<file path="config.mk">
export PLATFORM = sky130hd
export DESIGN_NAME = mux_select_sequencer
export DESIGN_NICKNAME = d
export VERILOG_FILES = /design/src/rtl/mux_select_sequencer.sv
export SDC_FILE = /design/constraint.sdc
export NUM_CORES = 1
export LEC_CHECK = 0
export ABC_AREA = 1
export CAP_MARGIN = 20
export CORE_ASPECT_RATIO = 0.8
export CORE_MARGIN = 2
export CORE_UTILIZATION = 49
export DETAILED_ROUTE_END_ITERATION = 7
export PLACE_DENSITY_LB_ADDON = 0.3
export SETUP_SLACK_MARGIN = 0.02
export SLEW_MARGIN = 10
export SYNTH_ARGS = -nofsm -noshare
export SYNTH_HDL_FRONTEND = slang
export SYNTH_SLANG_ARGS = --single-unit
</file>
<file path="constraint.sdc">
create_clock -name clk -period 1.45 [get_ports clk]
set_input_delay 0.29 -clock clk [delete_from_list [all_inputs] [get_ports clk]]
set_output_delay 0.29 -clock clk [all_outputs]
set_load 0.02 [all_outputs]
</file>
<file path="src/rtl/mux_select_sequencer.sv">
// Break-before-make source selector: turns a select code into one-hot
// enables, blanking all of them for BLANK_CYCLES before each switch.
module mux_select_sequencer #(
  parameter int NUM_SRC      = 5,
  parameter int BLANK_CYCLES = 4,
  parameter int SEL_W        = 3
) (
  input  logic               clk,
  input  logic               reset,
  input  logic [SEL_W-1:0]   sel,
  output logic [NUM_SRC-1:0] enable,
  output logic [SEL_W-1:0]   active_sel,
  output logic               blank,
  output logic               changed
);

  localparam int CNT_W =
    (BLANK_CYCLES > 1) ? $clog2(BLANK_CYCLES) : 1;
  localparam logic [CNT_W-1:0] CNT_LOAD =
    CNT_W'(BLANK_CYCLES - 1);
  localparam logic [SEL_W:0] SRC_LIM =
    (SEL_W + 1)'(NUM_SRC);

  typedef enum logic {
    ST_STEADY,
    ST_BREAK
  } state_t;

  state_t             r_state;
  state_t             w_state_nxt;
  logic [CNT_W-1:0]   r_cnt;
  logic [CNT_W-1:0]   w_cnt_nxt;
  logic [SEL_W-1:0]   r_pend;
  logic [SEL_W-1:0]   w_pend_nxt;
  logic [NUM_SRC-1:0] r_enable;
  logic [NUM_SRC-1:0] w_enable_nxt;
  logic [SEL_W-1:0]   r_active;
  logic [SEL_W-1:0]   w_active_nxt;
  logic               r_blank;
  logic               w_blank_nxt;
  logic               r_changed;
  logic               w_changed_nxt;
  logic               w_valid;

  assign w_valid = ({1'b0, sel} < SRC_LIM);

  always_ff @(posedge clk) begin
    if (reset) begin
      r_state   <= ST_STEADY;
      r_cnt     <= '0;
      r_pend    <= '0;
      r_enable  <= NUM_SRC'(1);
      r_active  <= '0;
      r_blank   <= 1'b0;
      r_changed <= 1'b0;
    end else begin
      r_state   <= w_state_nxt;
      r_cnt     <= w_cnt_nxt;
      r_pend    <= w_pend_nxt;
      r_enable  <= w_enable_nxt;
      r_active  <= w_active_nxt;
      r_blank   <= w_blank_nxt;
      r_changed <= w_changed_nxt;
    end
  end

  always_comb begin
    w_state_nxt   = r_state;
    w_cnt_nxt     = r_cnt;
    w_pend_nxt    = r_pend;
    w_enable_nxt  = r_enable;
    w_active_nxt  = r_active;
    w_blank_nxt   = r_blank;
    w_changed_nxt = 1'b0;
    unique case (r_state)
      ST_STEADY: begin
        if (w_valid && (sel != r_active)) begin
          w_pend_nxt   = sel;
          w_cnt_nxt    = CNT_LOAD;
          w_enable_nxt = '0;
          w_blank_nxt  = 1'b1;
          w_state_nxt  = ST_BREAK;
        end
      end
      ST_BREAK: begin
        // Retargets update pending but never restart the blank count
        if (w_valid) begin
          w_pend_nxt = sel;
        end
        if (r_cnt != '0) begin
          w_cnt_nxt = r_cnt - 1'b1;
        end else begin
          w_enable_nxt  = NUM_SRC'(1) << w_pend_nxt;
          w_active_nxt  = w_pend_nxt;
          w_blank_nxt   = 1'b0;
          w_changed_nxt = 1'b1;
          w_state_nxt   = ST_STEADY;
        end
      end
      default: begin
        w_state_nxt = ST_STEADY;
      end
    endcase
  end

  always_comb begin
    enable     = r_enable;
    active_sel = r_active;
    blank      = r_blank;
    changed    = r_changed;
  end

endmodule

</file>
======== After elaboration in Yosys (flattened, before gate mapping) ========
Index checks and enable logic that the tools add are counted.
word-level totals
  logic and storage cells ................. 39
  memories kept ........................... 0
  register bits after elaboration ......... 16
  output and inout bits ................... 10
  memory bits (read-only) ................. 0
  bits in writable memories ............... 0
  bits in latches ......................... 0
operators by class
  reduce and logical (&&, ||, !) cells .... 6
  $add $sub $neg .......................... 1
  eq/ne operators ......................... 4
  multipliers ............................. 0
  shift operators ......................... 1
  $lt $le $gt $ge ......................... 1
  muxes and demuxes ....................... 17
  divide/modulo/power cells ............... 0
  bitwise logic cells ..................... 2
operators by type and width
  cell                                                number
  two-way mux 5 bit                                   2
  case mux 5 bit (2 select lines)                     1
  two-way mux 3 bit                                   3
  case mux 3 bit (2 select lines)                     1
  AND reduction 2 bit                                 3
  two-way mux 1 bit                                   5
  << shifter 1 x 3 -> 5 bit (first input constant)    1
  two-way mux 2 bit                                   2
  != test 2 bit (second input constant)               2
  case mux 1 bit (2 select lines)                     2
  case mux 2 bit (2 select lines)                     1
  less-than comparator 3 bit (second input constant)  1
  != test 3 bit                                       1
  != test 2 x 1 -> 1 bit (second input constant)      1
  NOT 1 bit                                           2
  nonzero test 2 bit                                  1
  OR reduction 2 bit                                  1
  subtractor 2 x 1 -> 2 bit (second input constant)   1
  logical AND 1 bit                                   1

======== Longest topological paths before layout ========
Gate-level depths: netlist (run 1).
  depth after elaboration ................. 6
  depth in mapped cells ................... 11
  mapped depth without buffers ............ 11

======== Worst setup path after synthesis (run 1) ========
OpenSTA, ideal clock, no wires.
  path type ............................... reg2reg
  from .................................... register r_active[0], in the netlist active_sel[0]
  to ...................................... register r_cnt[0]
  buffers on the path ..................... 0
  clock period less this slack ............ 1.247 ns
  arrival time ............................ 1.138 ns
  slack ................................... 0.203 ns
  stages on the path, launching flop included .. 12
  required time ........................... 1.341 ns
  path through ............................ dfxtp_1 inv_1 nand2_1 nand2_1 nor2_1 nand2_2 nand2_4 nand2_2 nand2_2 nand2_1 nand2_1 inv_1
on the way
  longest elaborated chain between the ends .. 4
RTL lines
  item                                  RTL line  source
  start, declared                       37        logic [SEL_W-1:0] r_active;
  start signal, assigned                61        r_active <= w_active_nxt;
  != test 3 bit                         77        if (w_valid && (sel != r_active)) begin
  logical AND 1 bit                     77
  != test 2 bit (no source line)        n/a
  AND reduction 2 bit (no source line)  n/a
  end signal, assigned                  58        r_cnt <= w_cnt_nxt;
  end, declared                         31        logic [CNT_W-1:0] r_cnt;
No other way between the ends.
A chain may end at the register's enable or synchronous reset.

======== Worst setup path in the final report (run 1) ========
  from .................................... register r_active[2], in the netlist active_sel[2]
  to ...................................... output active_sel[2]
RTL lines
  item           RTL line  source
  end, declared  12        output logic [SEL_W-1:0] active_sel,
No word-level cell between the ends.

==> results of run 1 <==
per-layer routing:
metal | part of all wire | global-route usage
met3 | 0.048 | 0.0560
met2 | 0.48 | 0.303
met4 | 0 | 0.0347
met1 | 0.48 | 0.233
met5 | 0 | 0
cell families (layout without fill, tap and decap cells):
kind of cell,Yosys count,after routing,share of synthesized area
buf+inv,22,48,0.102
simple gates,67,67,0.385
compound gates,15,15,0.0948
xor+xnor,1,1,0.0107
fa+ha+maj,1,1,0.0153
flops,16,16,0.391
flip-flops by register name, indices dropped and copies added, names as in the netlist:
name	flops
active_sel	3
r_state	1
changed	1
r_cnt	2
r_pend	3
blank	1
enable	5
final timing paths:
| kind | slack (ps) | start | depth (start not counted) | endpoint |
|---|---|---|---|---|
| worst max-delay path | 140 | active_sel[2]$_SDFFE_PP0P_ | 1 | active_sel[2] |
| worst min-delay path | 470 | blank$_SDFFE_PP0P_ | 2 | blank$_SDFFE_PP0P_ |
| worst max register to register | 160 | r_state$_SDFF_PP0_ | 6 | r_cnt[1]$_SDFFE_PP0P_ |
| worst min register to register | 470 | blank$_SDFFE_PP0P_ | 2 | blank$_SDFFE_PP0P_ |
cells in the final DEF (no fill, tap or decap):
| cell | instances |
|---|---|
| dlygate4sd2_1 | 10 |
| inv_1 | 18 |
| clkbuf_4 | 3 |
| inv_2 | 3 |
| nand3b_1 | 2 |
| nor2_2 | 1 |
| or2_1 | 1 |
| buf_4 | 9 |
| nand2_4 | 2 |
| ha_1 | 1 |
| nand3_1 | 13 |
| nor2_1 | 11 |
| nand2_2 | 7 |
| nor3_1 | 1 |
| clkdlybuf4s50_1 | 1 |
| o22ai_1 | 2 |
| nand3_4 | 1 |
| o21ai_0 | 4 |
| nand2_1 | 28 |
| a21oi_1 | 9 |
| clkbuf_8 | 1 |
| xnor2_1 | 1 |
| dlymetal6s2s_1 | 3 |
| dfxtp_1 | 16 |
stage by stage:
step / utilization / cells / hold WS, ps / total power [µW]
after floorplan: - / 122 / 359 / 803
after global placement: 0.648 / 164 / 437 / 939
after detailed placement: 0.648 / 164 / 465 / 950
after CTS: 0.663 / 168 / 476 / 1220
after global routing: 0.685 / 170 / 483 / 1310
final: 0.685 / 170 / 466 / 1220
final cells by class:
| cell class | instances | area share |
|---|---|---|
| multi-input combinational | 84 | 0.391 |
| sequential | 16 | 0.293 |
| inverter | 21 | 0.0722 |
| timing repair buffer | 23 | 0.186 |
| clock buffer | 4 | 0.0332 |
| tap | 22 | 0.0252 |
power by group:
group	switching [µW]	total, µW	internal [µW]
registers	32.6	530	497
clock network	135	288	153
logic	239	400	161
timing repair:
action / 4_1_cts / 5_1_grt
pin swaps: 0 / 3
setup endpoints to repair: 10 / 12
buffers inserted: 0 / 2
gates resized for setup: 10 / 9
==> results.sh, run 1 <==
export IMPL_worstSkewPairLatency_ps=280
export IMPL_grt_pass1_vias=641
export IMPL_drv_slew=0
export IMPL_drive_gt1_frac=0.182
export IMPL_postRouteAntennaNets=0
export IMPL_tns_ps=0
export IMPL_synth_top_area_cell="dfxtp_1"
export IMPL_syn_area_per_cell_um2=6.71
export IMPL_worstSetupPathType="reg2out"
export IMPL_crit_arrival_ps=1020
export IMPL_rsz0062_at_grt="false"
export IMPL_required_ps=1160
export IMPL_timing_critical_path_cells="dlygate4sd2_1"
export IMPL_drc=0
export IMPL_period_needed_ps=1310
export IMPL_clock_path_buffers=2
export IMPL_die_area_mm2=0.00201
export IMPL_clk_pin_slew_ps=90
export IMPL_antenna_found_initial=0
export IMPL_power_density_mw_per_mm2=1110
export IMPL_synth_nets=128
export IMPL_gp_congestion=0.849
export IMPL_synth_cell_types=18
export IMPL_avgViaCountPerCell=4.71
export IMPL_fin_crit_sh=0.903
export IMPL_cts_root_buf="clkbuf_4"
export IMPL_cts_htree_levels=1
export IMPL_crit_family="flip-flops"
export IMPL_multi_input_area_um2=427
export IMPL_clock_sinks=16
export IMPL_final_area_mm2=0.00109
export IMPL_cts_tree="done"
export IMPL_crit_fanout=3
export IMPL_crit_buf_inv=1
export IMPL_p_leak_uw=0.000594
export IMPL_ys_warnings_count=0
export IMPL_cts_made_buffers=3
export IMPL_start_kind="flip-flop"
export IMPL_finalWorstSetupSlack_ps=140
export IMPL_cpPeakStageDelay_ps=390
export IMPL_port_buffers=14
export IMPL_yosysTopAreaCellShare=0.391
export IMPL_slowest_stage="dfxtp_1"
export IMPL_synth_area_leaders="dfxtp_1, nand2_1, inv_1"
export IMPL_track_usage=0.180
export IMPL_cap_violations=0
export IMPL_layout_nets=155
export IMPL_synthMostInstantiatedCell="nand2_1"
export IMPL_start_util=0.513
export IMPL_die_w_um=49.7
export IMPL_seq_area_frac_synth=0.391
export IMPL_synthArstFlopShare=0
export IMPL_status="finished clean"
export IMPL_synth_ff_type="dfxtp_1"
export IMPL_rows=13
export IMPL_wl_per_cell_um=9.89
export IMPL_synth_edf_count=0
export IMPL_synthCells=122
export IMPL_grt_max_degree=14
export IMPL_firstDrtPassIters=5
export IMPL_seq_area_um2=320
export IMPL_ios=15
export IMPL_synth_seq_cells=16
export IMPL_via_count=801
export IMPL_placed_area_mm2=0.00103
export IMPL_wirelength_mm=1.68
export IMPL_pre_cts_ws_ps=-262
export IMPL_first_iter_violations=12
export IMPL_die_y_um=40.6
export IMPL_n_fill_cell=162
export IMPL_final_setup_skew_ps=0.704
export IMPL_synth_commonest_cells="nand2_1, inv_1, dfxtp_1"
export IMPL_coreArea_mm2=0.00159
export IMPL_max_clock_freq_mhz=764
export IMPL_hold_viol=0
export IMPL_slew_headroom=0.813
export IMPL_antenna_cells=0
export IMPL_crit_path_end_kind="output pin"
export IMPL_grt_overflow=0
export IMPL_ir_drop_mv=0.882
export IMPL_netlist_area_um2=818
export IMPL_grt_pass1_wl_mm=2.70
export IMPL_area_growth_pct=33.5
export IMPL_cts_hold_buf=0
export IMPL_dp_hpwl_mm=1.33
export IMPL_setup_violations=0
export IMPL_hold_class="reg2reg"
export IMPL_worstMarginPinSlew_ps=279
Note: power is estimated with default switching activity, not from simulation.
==> run 2: changes to the inputs <==
--- a/config.mk
+++ b/config.mk
@@ -10,6 +10,7 @@
 export CORE_ASPECT_RATIO = 0.8
 export CORE_MARGIN = 2
 export CORE_UTILIZATION = 49
+export CTS_CLUSTER_SIZE = 16
 export DETAILED_ROUTE_END_ITERATION = 7
 export PLACE_DENSITY_LB_ADDON = 0.3
 export SETUP_SLACK_MARGIN = 0.02
==> results of run 2 <==
The final DEF is identical to that of run 1; final timing and power are the same.
